`src/rtl/spi_flash_responder.sv`:
```
// SPI mode-0 flash responder serving READ (0x03) and READ-ID (0x9F)
// from a byte-wide memory port, all logic in the system clock domain.
module spi_flash_responder #(
   parameter logic [23:0] JEDEC_ID = 24'h010215,
   parameter int          ADDR_W   = 24
) (
   input  logic              clk,
   input  logic              reset,
   input  logic              chip_select,
   input  logic              data_clk,
   input  logic              mosi,
   output logic              miso,
   output logic              miso_oe,
   output logic [ADDR_W-1:0] mem_addr,
   output logic              mem_rd,
   input  logic [7:0]        mem_data,
   output logic              busy,
   output logic              cmd_error
);

   localparam logic [2:0] S_IDLE = 3'd0;
   localparam logic [2:0] S_CMD  = 3'd1;
   localparam logic [2:0] S_ADDR = 3'd2;
   localparam logic [2:0] S_DATA = 3'd3;
   localparam logic [2:0] S_ID   = 3'd4;
   localparam logic [2:0] S_IGN  = 3'd5;

   localparam logic [ADDR_W-1:0] ADDR_ONE = {{(ADDR_W-1){1'b0}}, 1'b1};

   logic       cs_s1, cs_s2, cs_s3;
   logic       sck_s1, sck_s2, sck_s3;
   logic       mosi_s1, mosi_s2;
   logic       sck_rise, sck_fall, cs_fall, cs_rise;

   logic [2:0] state;
   logic [4:0] cnt;
   logic [7:0] rx;
   logic [7:0] tx;
   logic [7:0] pf;
   logic       pf_valid;
   logic       rd_d;
   logic       skip;
   logic [1:0] id_idx;
   logic [1:0] id_nxt;
   logic [7:0] rx_next;

   assign sck_rise = sck_s2 & ~sck_s3;
   assign sck_fall = ~sck_s2 & sck_s3;
   assign cs_fall  = ~cs_s2 & cs_s3;
   assign cs_rise  = cs_s2 & ~cs_s3;
   assign rx_next  = {rx[6:0], mosi_s2};
   assign id_nxt   = (id_idx == 2'd2) ? 2'd0 : id_idx + 2'd1;

   assign miso_oe = (state == S_DATA) || (state == S_ID);
   assign miso    = miso_oe ? tx[7] : 1'b0;
   assign busy    = (state != S_IDLE);

   function automatic logic [7:0] id_byte(input logic [1:0] i);
      case (i)
         2'd0:    id_byte = JEDEC_ID[23:16];
         2'd1:    id_byte = JEDEC_ID[15:8];
         default: id_byte = JEDEC_ID[7:0];
      endcase
   endfunction

   // Bring the SPI pins into the clk domain; CS idles high.
   always_ff @(posedge clk) begin
      if (reset) begin
         cs_s1   <= 1'b1;
         cs_s2   <= 1'b1;
         cs_s3   <= 1'b1;
         sck_s1  <= 1'b0;
         sck_s2  <= 1'b0;
         sck_s3  <= 1'b0;
         mosi_s1 <= 1'b0;
         mosi_s2 <= 1'b0;
      end else begin
         cs_s1   <= chip_select;
         cs_s2   <= cs_s1;
         cs_s3   <= cs_s2;
         sck_s1  <= data_clk;
         sck_s2  <= sck_s1;
         sck_s3  <= sck_s2;
         mosi_s1 <= mosi;
         mosi_s2 <= mosi_s1;
      end
   end

   // Command/address/data sequencing; the fall closing the last
   // header clock is skipped so bit 7 stays up for the next rise.
   always_ff @(posedge clk) begin
      if (reset) begin
         state     <= S_IDLE;
         cnt       <= '0;
         rx        <= '0;
         tx        <= '0;
         pf        <= '0;
         pf_valid  <= 1'b0;
         rd_d      <= 1'b0;
         skip      <= 1'b0;
         id_idx    <= '0;
         mem_addr  <= '0;
         mem_rd    <= 1'b0;
         cmd_error <= 1'b0;
      end else begin
         mem_rd    <= 1'b0;
         cmd_error <= 1'b0;
         rd_d      <= mem_rd;
         if (cs_rise) begin
            state    <= S_IDLE;
            cnt      <= '0;
            pf_valid <= 1'b0;
            skip     <= 1'b0;
         end else begin
            case (state)
               S_IDLE: begin
                  if (cs_fall) begin
                     state <= S_CMD;
                     cnt   <= '0;
                     rx    <= '0;
                  end
               end
               S_CMD: begin
                  if (sck_rise) begin
                     rx  <= rx_next;
                     cnt <= cnt + 5'd1;
                     if (cnt == 5'd7) begin
                        cnt <= '0;
                        if (rx_next == 8'h03) begin
                           state <= S_ADDR;
                        end else if (rx_next == 8'h9F) begin
                           state  <= S_ID;
                           tx     <= JEDEC_ID[23:16];
                           id_idx <= 2'd0;
                           skip   <= 1'b1;
                        end else begin
                           state     <= S_IGN;
                           cmd_error <= 1'b1;
                        end
                     end
                  end
               end
               S_ADDR: begin
                  if (rd_d) begin
                     tx       <= mem_data;
                     mem_addr <= mem_addr + ADDR_ONE;
                     mem_rd   <= 1'b1;
                     pf_valid <= 1'b0;
                     skip     <= 1'b1;
                     cnt      <= '0;
                     state    <= S_DATA;
                  end else if (sck_rise && cnt != 5'd24) begin
                     mem_addr <= {mem_addr[ADDR_W-2:0], mosi_s2};
                     cnt      <= cnt + 5'd1;
                     if (cnt == 5'd23) mem_rd <= 1'b1;
                  end
               end
               S_DATA: begin
                  if (rd_d) begin
                     pf       <= mem_data;
                     pf_valid <= 1'b1;
                  end
                  if (sck_fall) begin
                     if (skip) begin
                        skip <= 1'b0;
                     end else if (cnt == 5'd7) begin
                        cnt      <= '0;
                        tx       <= pf_valid ? pf : 8'h00;
                        pf_valid <= 1'b0;
                        mem_rd   <= 1'b1;
                        mem_addr <= mem_addr + ADDR_ONE;
                     end else begin
                        cnt <= cnt + 5'd1;
                        tx  <= {tx[6:0], 1'b0};
                     end
                  end
               end
               S_ID: begin
                  if (sck_fall) begin
                     if (skip) begin
                        skip <= 1'b0;
                     end else if (cnt == 5'd7) begin
                        cnt    <= '0;
                        id_idx <= id_nxt;
                        tx     <= id_byte(id_nxt);
                     end else begin
                        cnt <= cnt + 5'd1;
                        tx  <= {tx[6:0], 1'b0};
                     end
                  end
               end
               S_IGN: ;
               default: state <= S_IDLE;
            endcase
         end
      end
   end

endmodule

```
`config.mk`:
```
export PLATFORM = sky130hd
export DESIGN_NAME = spi_flash_responder
export DESIGN_NICKNAME = d
export VERILOG_FILES = /design/src/rtl/spi_flash_responder.sv
export SDC_FILE = /design/constraint.sdc
export NUM_CORES = 1
export LEC_CHECK = 0
export BUFFER_PORTS_ARGS = -buffer_cell sky130_fd_sc_hd__buf_2
export CORE_ASPECT_RATIO = 1.5
export CORE_MARGIN = 8
export CORE_UTILIZATION = 35
export DETAILED_ROUTE_END_ITERATION = 8
export SETUP_SLACK_MARGIN = 0.02
export SKIP_LAST_GASP = 1
export SYNTH_ARGS = -nofsm -noshare
export SYNTH_HDL_FRONTEND = slang
export SYNTH_SLANG_ARGS = --single-unit
```
`constraint.sdc`:
```
create_clock -name clk -period 2 [get_ports clk]
set_input_delay 0.6 -clock clk [delete_from_list [all_inputs] [get_ports clk]]
set_output_delay 0.6 -clock clk [all_outputs]
set_load 0.01 [all_outputs]
```
==> impl_metrics.tcl, run 1 <==
set metrics [dict create \
    status "finished with violations" \
    violations "setup timing" \
    critPathMaxFanout 5 \
    synth_top_area_share 0.372 \
    hpwlAfterDp_um 8040 \
    setup_tns_ns -0.151 \
    wl_met3_um 581 \
    yosysTopAreaCell "dfxtp_1" \
    fin_nets 569 \
    syn_avg_cell_area_um2 8.23 \
    async_reset_ff_frac 0 \
    rows 46 \
    drt-total-wl_um 12100 \
    ys_types 70 \
    start_util 0.358 \
    clockBufferDepth 2 \
    grt_pass1_vias 3776 \
    grt_pass1_wl_um 18400 \
    ios 42 \
    drc 0 \
    slew_violations 0 \
    core_um2 10500 \
    cp-start-kind "register" \
    syn_nets 474 \
    drtIter0Drc 285 \
    via_per_inst 5.65 \
    end_kind "output port" \
    hold_viol_final 0 \
    synth_area_um2 3770 \
    ir_drop_mv 0.393 \
    track_usage 0.162 \
    max-slew-margin-rel 0.551 \
    ys_seq_area_frac 0.372 \
    place_inst 666 \
    fin_crit_sh 1.02 \
    cp.arrival_ns 1.45 \
    max_freq_mhz 488 \
    power.density_nw_per_um2 638 \
    wl_met1_um 4860 \
    synth.area.top_cells "dfxtp_1, nand2_1, a21oi_1" \
    synthToLayoutAreaGrowth_pct 36.8 \
    root_buffer "clkbuf_16" \
    setup_viol_count_final 7 \
    yosys_warnings 0 \
    met2_length_um 6330 \
    numCtsBuffers 9 \
    rsz0062_at_grt "true" \
    period_needed_ns 2.05 \
    die_h_um 143 \
    cp_data_required_time_ns 1.40 \
    layout-drive-gt1-share 0.314 \
    crit_type "register to output port" \
    num-fill-cells 994 \
    highest_layer "met4" \
    postCtsHoldBufs 0 \
    antenna_found_initial 0 \
    grt_overflow 0 \
    fin_ws_ns -0.0488 \
    wl_per_cell_um 17.2 \
    worst_pin_slew_ns 0.673 \
    htree_levels 3 \
    place.gp.congestion 0.881 \
    synth_seq_cells 70 \
    ant_nets 0 \
    synth_ff_type "dfxtp_1" \
    clk_latency_ns 0.34 \
    hp-class "register to register" \
    die_area_um2 14400 \
    fp.dieW_um 101 \
    vias 3963 \
    postSynthCellCount 458 \
    io_buffers 41 \
    p_leak_nw 1.97 \
    cts_tree "built" \
    clock_sinks 70 \
    skew_ns 0.00773 \
    synth_enable_flop_cells 0 \
    final_cells 702 \
    final_util 0.490 \
    grt_max_degree 37 \
    n_antenna_cell 0 \
    drv_cap 0 \
    drt-pass1-iter-count 5 \
    clkSlewWorstSetupHoldPaths_ns 0.06 \
]
## registers in the layout (all words and copies together), names as in the netlist, 2 cells and up
name / flops
mem_addr: 24
pf: 8
tx: 8
rx: 7
cnt: 5
state: 3
id_idx: 2
## cells by family after synthesis
family / synth area share
multiplexers: 0.0265
AO/OA/AOI/OAI: 0.280
XOR/XNOR: 0.00232
buffers and inverters: 0.0468
AND/OR/NAND/NOR: 0.263
flip-flops: 0.372
adder cells (fa/ha/maj): 0.00995
## final timing paths
kind	start	to	slack, ns	cells past startpoint
setup / recovery	state[0]$_SDFFE_PP0P_	miso	-0.05	4
hold / removal	cs_s1$_SDFF_PP1_	cs_s2$_SDFF_PP1_	0.42	1
setup reg to reg	cnt[0]$_SDFFE_PP0P_	tx[5]$_SDFFE_PP0P_	-0.01	8
hold reg to reg	cs_s1$_SDFF_PP1_	cs_s2$_SDFF_PP1_	0.42	1
## power breakdown
| part | leakage [nW] | switching (mW) | internal (mW) |
|---|---|---|---|
| logic | 1.25 | 0.0821 | 0.0586 |
| registers | 0.569 | 0.00789 | 1.40 |
| clock network | 0.154 | 0.619 | 1.12 |
| total | 1.97 | 0.709 | 2.58 |
## cell usage after synthesis, drive strengths merged, types with 2 or more instances
master / n
nor2: 42
a21o: 2
o21ai: 36
and4: 4
o32ai: 3
o31ai: 4
a22oi: 17
a31oi: 10
clkbuf: 15
nand3b: 4
mux2i: 10
or3: 2
or4: 4
a221oi: 2
a2111oi: 2
o41ai: 5
and2: 3
nand4b: 2
o211ai: 9
a311oi: 2
nor2b: 8
a21oi: 33
nand2b: 2
and3b: 2
nor3: 12
nor3b: 7
inv: 11
nand3: 16
o21a: 2
o22ai: 2
ha: 3
or2: 5
nand4bb: 2
buf: 12
o31a: 3
a31o: 2
nand4: 5
a22o: 7
or3b: 2
nand2: 49
and3: 9
dfxtp: 70
## cell usage in the layout (no fill, tap or decap), drive strengths merged, types with 8 or more instances in the layout
cell type	count
nor2b	8
dfxtp	70
a21oi	33
mux2i	10
nand2	49
buf	108
o211ai	9
inv	11
a31oi	10
clkbuf	13
a22oi	17
nor3	12
o21ai	36
and3	9
nor2	42
nand3	16
## per-layer routing
layer / track usage / up-vias
li1: - / 1907
met1: 0.169 / 1906
met2: 0.294 / 126
met3: 0.0390 / 24
met4: 0.0744 / 0
met5: 0 / -
## final cells by class
| cell class | instances | area [um^2] | share of cell area |
|---|---|---|---|
| Sequential cell | 70 | 1420 | 0.275 |
| Clock buffer | 10 | 239 | 0.0463 |
| Tap cell | 144 | 180 | 0.0349 |
| Clock inverter | 6 | 85.1 | 0.0165 |
| Timing Repair Buffer | 111 | 847 | 0.164 |
| Multi-Input combinational cell | 350 | 2350 | 0.455 |
| Inverter | 11 | 43.8 | 0.00849 |
## through the flow
step / power (mW) / area (um^2) / hold WS (ns) / setup WS, ns
after global routing: 3.40 / 5160 / 0.441 / -0.0802
after global placement: 1.56 / 4450 / 0.425 / 0.0243
after detailed placement: 1.56 / 4450 / 0.420 / -0.0414
after CTS: 3.30 / 4870 / 0.431 / -0.0571
final: 3.29 / 5160 / 0.421 / -0.0488
after floorplan: 1.51 / 3770 / 0.389 / 0.0293
## critical path, cell delays in order (launching register included)
cell and delay, ns:
dfxtp_4 0.36, or3b_4 0.43, nand2_4 0.09, and2_4 0.14, buf_6 0.09
## what timing repair did
item	4_1_cts	5_1_grt
pin swaps	5	14
endpoints found under the setup margin	20	28
gates resized for setup	12	32
cloned	0	4
buffers inserted	6	10
(Power assumes the default switching activity.)
==> run 2, diff against run 1 <==
Settings changed: CAP_MARGIN from default to 0, CTS_BUF_LIST from default to sky130_fd_sc_hd__clkbuf_16.
==> impl_metrics.tcl, run 2 (synthesis results as in run 1) <==
set metrics [dict create \
    slowest_delay_ns 0.43 \
    clkSlewWorstSetupHoldPaths_ns 0.06 \
    drv_cap 0 \
    max_freq_mhz 489 \
    final_common_cell "dfxtp_1" \
    layout-drive-gt1-share 0.312 \
    hp-start "cs_s1$_SDFF_PP1_" \
    cp-startpoint "state[0]$_SDFFE_PP0P_" \
    drt-pass1-iter-count 5 \
    core_um2 10500 \
    hp-class "register to register" \
    vias 3963 \
    rows 46 \
    r2r-end "tx[5]$_SDFFE_PP0P_" \
    die_h_um 143 \
    worst_path_max_delay_cell "or3b_4" \
    grt_max_degree 37 \
    antenna_found_initial 0 \
    path_cells "or3b_4 -> nand2_4 -> and2_4 -> buf_6" \
    power.density_nw_per_um2 631 \
    place.gp.congestion 0.881 \
    drt-total-wl_um 12000 \
    start_util 0.358 \
    clockBufferDepth 2 \
    place_inst 666 \
    hold_viol_final 0 \
    rsz0062_at_grt "true" \
    drtIter0Drc 268 \
    worst_pin_slew_ns 0.682 \
    n_antenna_cell 0 \
    via_per_inst 5.65 \
    numCtsBuffers 9 \
    setup_viol_count_final 7 \
    hpwlAfterDp_um 8040 \
    ir_drop_mv 0.391 \
    wl_per_cell_um 17.2 \
    root_buffer "clkbuf_16" \
    reg_top3 "mem_addr (24), pf (8), tx (8)" \
    ios 42 \
    io_buffers 41 \
    hold_path_depth 1 \
    cts_tree "built" \
    skew_ns 0.00751 \
    ant_nets 0 \
    final_cell_mix "dfxtp_1, buf_4, nand2_1" \
    r2r_setup_slack_ns -0.02 \
    fin_nets 569 \
    p_leak_nw 1.96 \
    rr_startpoint "cnt[0]$_SDFFE_PP0P_" \
    cp.arrival_ns 1.45 \
    max-slew-margin-rel 0.544 \
    place_area_um2 4450 \
    final_cells 702 \
    fin_crit_sh 1.02 \
    largest_register_ffs 24 \
    fp.dieW_um 101 \
    total_power_mw 3.25 \
    violations "setup timing" \
    final_cell_area_um2 5150 \
    grt_pass1_vias 3774 \
    cp_data_required_time_ns 1.40 \
    htree_levels 3 \
    synthToLayoutAreaGrowth_pct 36.5 \
    status "finished with violations" \
    cp-start-kind "register" \
    crit_type "register to output port" \
    critPathMaxFanout 5 \
    worstHoldEndpoint "cs_s2$_SDFF_PP1_" \
    track_usage 0.162 \
    drc 0 \
    slew_violations 0 \
    grt_pass1_wl_um 18400 \
    die_area_um2 14400 \
    end_kind "output port" \
    clk_latency_ns 0.34 \
    largest-register "mem_addr" \
    clock_sinks 70 \
    period_needed_ns 2.05 \
    reg2regPathDepth 8 \
    fin_ws_ns -0.0457 \
    grt_overflow 0 \
]
-- run 2: metal layers --
metal  vias up  GRT usage  wire, um
li1       1903          -         -
met1      1911      0.169      4800
met2       129      0.294      6380
met3        20     0.0390       596
met4         0     0.0744       271
met5         -          0         0
-- run 2: worst max path at each step --
stage / end / slack (ns)
after floorplan: tx[2]$_SDFFE_PP0P_ / 0.03
after detailed placement: tx[4]$_SDFFE_PP0P_ / -0.04
after global routing: miso / -0.08
after CTS: miso / -0.06
after global placement: tx[4]$_SDFFE_PP0P_ / 0.02
final: miso / -0.05
-- run 2: timing repair --
item,in CTS,in global routing
pin swaps,5,14
gates cloned,0,4
gates resized for setup,12,32
buffers inserted,6,10
setup endpoints to repair,20,28
hold buffers,0,0
-- run 2: power breakdown --
part           total, mW  leakage (nW)  switching [mW]  internal [mW]
Sequential          1.41         0.569         0.00782           1.40
Combinational      0.140          1.25          0.0818         0.0586
Clock               1.70         0.149           0.615           1.08
-- run 2: cell type report --
cell class	instances	area, um^2
fillers	995	5390
multi-input cells	350	2350
flip-flops and latches	70	1420
repair buffers	111	847
clock buffers	9	225
well taps	144	180
clock inverters	7	88.8
inverters	11	43.8
-- run 2: stage by stage --
| stage | worst slack [ns] | setup TNS [ns] | hold WS (ns) | util |
|---|---|---|---|---|
| global placement | 0.0243 | 0 | 0.425 | 0.423 |
| floorplan | 0.0293 | 0 | 0.389 | - |
| CTS | -0.0571 | -0.0571 | 0.431 | 0.462 |
| global route | -0.0800 | -0.806 | 0.441 | 0.489 |
| finish | -0.0457 | -0.155 | 0.421 | 0.489 |
| detailed placement | -0.0414 | -0.228 | 0.420 | 0.423 |
-- run 2: worst max-delay path, delay by kind of cell, from the launching register on --
kind | cells | cell delay (ns)
and+or+nand+nor | 3 | 0.66
DFF | 1 | 0.36
buffers and inverters | 1 | 0.09
